===== src/rtl/xrv_mem_arb.sv =====
// xrv_mem_arb: shares one memory bus between instruction fetch (IF) and
// load/store (D). Requests are accepted in issue order, a small order FIFO
// records who owns each outstanding transaction, and in-order bus responses
// are routed back to their owner. Fetches invalidated by a flush are dropped.
//
// Handshake: a requester holds *_req with stable fields until *_gnt is seen
// high in the same cycle; the bus accepts on m_req & m_gnt. A stalled bus
// request (m_req & ~m_gnt) locks the owner so the bus fields stay stable
// until the bus accepts, unless the locked owner withdraws its request.
module xrv_mem_arb #(
  parameter int DEPTH      = 2,
  parameter int STARVE_MAX = 4
) (
  input  logic        clk,
  input  logic        rstb,
  input  logic        flush,
  input  logic        if_req,
  input  logic [31:0] if_addr,
  output logic        if_gnt,
  output logic        if_rvalid,
  output logic [31:0] if_rdata,
  input  logic        d_req,
  input  logic [31:0] d_addr,
  input  logic        d_we,
  input  logic [3:0]  d_be,
  input  logic [31:0] d_wdata,
  output logic        d_gnt,
  output logic        d_rvalid,
  output logic [31:0] d_rdata,
  output logic        m_req,
  output logic [31:0] m_addr,
  output logic        m_we,
  output logic [3:0]  m_be,
  output logic [31:0] m_wdata,
  input  logic        m_gnt,
  input  logic        m_rvalid,
  input  logic [31:0] m_rdata,
  output logic        busy,
  output logic        err
);

  localparam int CW = $clog2(DEPTH + 1);
  localparam int PW = (DEPTH > 1) ? $clog2(DEPTH) : 1;
  localparam int SW = $clog2(STARVE_MAX + 1);

  typedef enum logic [1:0] {
    LOCK_NONE = 2'd0,
    LOCK_IF   = 2'd1,
    LOCK_D    = 2'd2
  } lock_t;

  lock_t           lock_q;
  lock_t           lock_d;
  logic [CW-1:0]   count;
  logic [PW-1:0]   head;
  logic [PW-1:0]   tail;
  logic [DEPTH-1:0] id_q;    // 1 = entry belongs to IF
  logic [DEPTH-1:0] disc_q;  // 1 = drop this response silently
  logic [SW-1:0]   starve;
  logic            err_q;

  logic full;
  logic sel_if;
  logic push;
  logic pop;

  function automatic logic [PW-1:0] ptr_inc(input logic [PW-1:0] p);
    return (p == PW'(DEPTH - 1)) ? '0 : p + PW'(1);
  endfunction

  assign full = (count == CW'(DEPTH));
  assign busy = (count != '0);
  assign err  = err_q;

  // Owner selection and next lock state.
  always_comb begin
    sel_if = 1'b0;
    lock_d = LOCK_NONE;
    case (lock_q)
      LOCK_IF: sel_if = if_req | ~d_req;
      LOCK_D:  sel_if = ~d_req;
      default: sel_if = ~d_req | (if_req & (starve == SW'(STARVE_MAX)));
    endcase
    if (m_req && !m_gnt) lock_d = sel_if ? LOCK_IF : LOCK_D;
  end

  // Bus request mirrors the selected requester; grants and responses.
  always_comb begin
    m_req     = rstb & (if_req | d_req) & ~full;
    m_addr    = sel_if ? if_addr : d_addr;
    m_we      = sel_if ? 1'b0    : d_we;
    m_be      = sel_if ? 4'hF    : d_be;
    m_wdata   = sel_if ? 32'h0   : d_wdata;
    push      = m_req & m_gnt;
    if_gnt    = push & sel_if;
    d_gnt     = push & ~sel_if;
    pop       = m_rvalid & busy;
    if_rvalid = pop & id_q[head] & ~disc_q[head] & ~flush;
    d_rvalid  = pop & ~id_q[head];
    if_rdata  = m_rdata;
    d_rdata   = m_rdata;
  end

  // Lock state register.
  always_ff @(posedge clk or negedge rstb) begin
    if (!rstb) lock_q <= LOCK_NONE;
    else       lock_q <= lock_d;
  end

  // Outstanding count and order FIFO pointers.
  always_ff @(posedge clk or negedge rstb) begin
    if (!rstb) begin
      count <= '0;
      head  <= '0;
      tail  <= '0;
    end else begin
      if (push) tail <= ptr_inc(tail);
      if (pop)  head <= ptr_inc(head);
      case ({push, pop})
        2'b10:   count <= count + CW'(1);
        2'b01:   count <= count - CW'(1);
        default: count <= count;
      endcase
    end
  end

  // Order FIFO contents: flush marks all IF entries, push writes the tail.
  always_ff @(posedge clk or negedge rstb) begin
    if (!rstb) begin
      id_q   <= '0;
      disc_q <= '0;
    end else begin
      for (int i = 0; i < DEPTH; i++) begin
        if (flush && id_q[i]) disc_q[i] <= 1'b1;
      end
      if (push) begin
        id_q[tail]   <= sel_if;
        disc_q[tail] <= flush & sel_if;
      end
    end
  end

  // Counts consecutive cycles IF loses to a D grant.
  always_ff @(posedge clk or negedge rstb) begin
    if (!rstb)                     starve <= '0;
    else if (!if_req || if_gnt)    starve <= '0;
    else if (!full && d_gnt && (starve != SW'(STARVE_MAX)))
                                   starve <= starve + SW'(1);
  end

  // Sticky error: a response arrived with nothing outstanding.
  always_ff @(posedge clk or negedge rstb) begin
    if (!rstb)                   err_q <= 1'b0;
    else if (m_rvalid && !busy)  err_q <= 1'b1;
  end

endmodule

===== config.mk =====
export PLATFORM = sky130hd
export DESIGN_NAME = xrv_mem_arb
export DESIGN_NICKNAME = d
export VERILOG_FILES = /design/src/rtl/xrv_mem_arb.sv
export SDC_FILE = /design/constraint.sdc
export NUM_CORES = 1
export LEC_CHECK = 0
export CELL_PAD_IN_SITES_DETAIL_PLACEMENT = 1
export CELL_PAD_IN_SITES_GLOBAL_PLACEMENT = 1
export CORE_ASPECT_RATIO = 1.25
export CORE_UTILIZATION = 15
export DETAILED_ROUTE_END_ITERATION = 6
export HOLD_SLACK_MARGIN = 0.03
export PLACE_DENSITY = 0.95
export SYNTH_ARGS = -nofsm -noshare
export SYNTH_HDL_FRONTEND = slang
export SYNTH_SLANG_ARGS = --single-unit

===== constraint.sdc =====
create_clock -name clk -period 4.65 [get_ports clk]
set_input_delay 0.93 -clock clk [delete_from_list [all_inputs] [get_ports clk]]
set_output_delay 0.93 -clock clk [all_outputs]
set_load 0.02 [all_outputs]

==> out/results.txt <==
total of max-cap violations: 0
Critical Path Max Stage Delay: 0.67 ns
DRC viols: 0
die area: 0.0133 sq mm
final net count: 544
layout cell share with drive strength beyond 1: 4.26%
Fmax achieved: 0.245 GHz
Hold-fix buffers, CTS: 0
die width: 103 microns
HP Class: register to register
Detailed Place HPWL: 6950 microns
Reg2Reg Depth: 6
postcts setup bufs: 0
number of clock sinks: 14
Routability Congestion: 0.745
endpoints failing setup: 0
EDFF count, synth: 0
Max stage delay cell, worst path: clkdlybuf4s50_1
cts repair resizes: 0
flop2flop setup slack: 2.90 ns
P&R area growth vs syn: 84.0%
post-placement cell area: 0.00346 sq mm
Antenna diodes: 0
CTS tree: built
crit-path most repeated cell: clkdlybuf4s50_1
CP Cell Sequence: clkdlybuf4s50_1 > nand4b_1 > and4_2 > buf_4 > and2_1 > clkdlybuf4s50_1
Syn Nets: 426
Root Buffer: clkbuf_16
multi-input combinational cell area: 0.00101 sq mm
synthesized cell area: 0.00192 sq mm
global route overflow: 0
Clock transition at path regs: 0.04 ns
first-pass GRT wire length: 11800 microns
Ports: 280
vias in the first global route: 2357
synth warn: 0
via count: 2205
FP Rows: 45
Starting DRT DRC Count: 33
TNS Setup: 0 ns
count of cell types in the netlist: 38
DRT Pass-1 Iters: 3
VDD IR max: 0.000296 V
startpoint of the worst hold path: err
cell family with most CP delay: buffers and inverters
flops & latches, synth: 14
number of CTS-inserted buffers: 3
WP depth: 6
fill count: 1483
Worst Path Buf+Inv: 3
Syn Inst Count: 283
antenna viol nets, final: 0
Tot GR Track Use: 11.4%
RSZ-0062 raised after global routing: false
Setup CP Type: input port to output port
hold depth: 1
ys flop type: dfrtp_1
Hold Path Sink: err
Worst Path Max Fanout: 30
leak pwr: 0.00148 uW
Synth async-reset ratio: 100%
status: finished, final reports clean
WL/cell: 14.7 microns
final hold violations: 0
number of port buffers: 183
Core Box Area: 0.0123 sq mm
worst path required time: 3.72 ns
CTS Buffer Depth: 2
CP arrival: 3.16 ns
H-tree depth: 1
clk_skew: 0.00118 ns
Via-to-Cell Ratio: 3.92
initial antenna violation count: 0
syn_area_per_cell: 6.79 sq um
total wire length: 8290 microns
nature of the critical path endpoint: output port
Post-Layout Inst Area: 0.00354 sq mm
period utilization: 87.9%
Clk Latency, worst-skew pair: 0.24 ns
pwr dens: 239 mW/mm^2
fin crit period: 4.09 ns
Slew @ Worst Pin: 0.395 ns
fin. max-slew vios: 0
RR Endpoint: lock_q[0]
RR Startpoint: starve[0]
Initial Util: 15.6%
die height: 129 microns
Slew HR: 73.3%
share of the yosys chip area belonging to registers: 18.2%
pin count of the biggest net entering global routing: 42
crit start category: input port
register area: 350 sq um
-- cell usage after synthesis, types with 2 or more instances --
cell type	n	area [sq um]
a21oi_1	4	20.0
and2_1	33	206
buf_2	5	25.0
buf_4	65	488
clkbuf_1	5	18.8
dfrtp_1	14	350
ha_1	3	37.5
inv_1	5	18.8
mux2_2	3	33.8
mux2i_1	3	30.0
nand2_1	101	379
nand2b_1	5	31.3
nand4_1	2	12.5
nand4b_1	2	17.5
nor2_1	5	18.8
nor3_1	2	10.0
nor4_1	2	12.5
xnor2_1	4	35.0
-- power breakdown --
part	internal (uW)	total, uW	switching [uW]
Clock	112	157	44.8
Combinational	265	486	221
Sequential	161	203	41.3
Total	538	845	307
-- cells in the final DEF (no fill, tap or decap), types with 2 or more instances in the layout --
cell             instances
clkdlybuf4s50_1        183
nand2_1                101
and2_1                  33
dfrtp_1                 14
buf_4                    6
nand2b_1                 5
nor2_1                   5
inv_1                    5
a21oi_1                  4
xnor2_1                  4
mux2i_1                  3
mux2_2                   3
ha_1                     3
clkbuf_16                3
nand4_1                  2
nand4b_1                 2
nor4_1                   2
nor3_1                   2
-- state kept, by name, summed over array words and instances (netlist names) --
signal / cells
count: 2
disc_q: 2
err: 1
head: 1
id_q: 2
lock_q: 2
starve: 3
tail: 1
-- metal layers --
| layer | track usage, % | wire length [microns] |
|---|---|---|
| met1 | 10.4 | 2740 |
| met2 | 23.2 | 4550 |
| met3 | 2.39 | 702 |
| met4 | 5.30 | 287 |
| met5 | 0 | 0 |
-- per-stage QoR --
step	cells	utilization, %	setup slack (ns)	hold slack [ns]	total power (uW)
finish	563	28.7	0.561	0.465	845
detailed placement	560	28.1	0.553	0.457	691
floorplan	283	-	1.85	0.464	513
CTS	563	28.7	0.537	0.466	858
global placement	560	28.1	0.587	0.439	667
global route	563	28.7	0.442	0.478	900
-- layout make-up --
type                            instances  area share, %
Timing Repair Buffer                  189           53.1
Multi-Input combinational cell        188           28.6
Sequential cell                        14           9.90
Tap cell                              164           5.80
Clock buffer                            3           2.12
Inverter                                5          0.531
-- worst register-to-register path, delay by kind of cell (launching register included) --
| family | cells | cell delay, ns |
|---|---|---|
| adders and majority gates | 1 | 0.24 |
| DFF | 1 | 0.41 |
| buffers and inverters | 2 | 0.31 |
| and+or+nand+nor | 3 | 0.69 |
-- how the worst max path moves through the flow --
stage	slack (ns)	to	from
2_1_floorplan	1.85	if_gnt	if_req
3_3_place_gp	0.59	m_wdata[5]	if_req
3_5_place_dp	0.55	m_wdata[5]	if_req
4_1_cts	0.54	m_wdata[5]	if_req
5_1_grt	0.44	m_wdata[5]	if_req
6_report	0.56	m_wdata[4]	if_req
-- kinds of logic after synthesis --
family                   Yosys count  share of synthesized area (%)
AND/OR/NAND/NOR                  162                           40.3
buffers and inverters             81                           29.2
flip-flops                        14                           18.2
AO/OA/AOI/OAI                     11                           3.91
multiplexers                       7                           4.10
XOR/XNOR                           5                           2.28
adder cells (fa/ha/maj)            3                           1.95
Power figures use the tool's default switching activity.
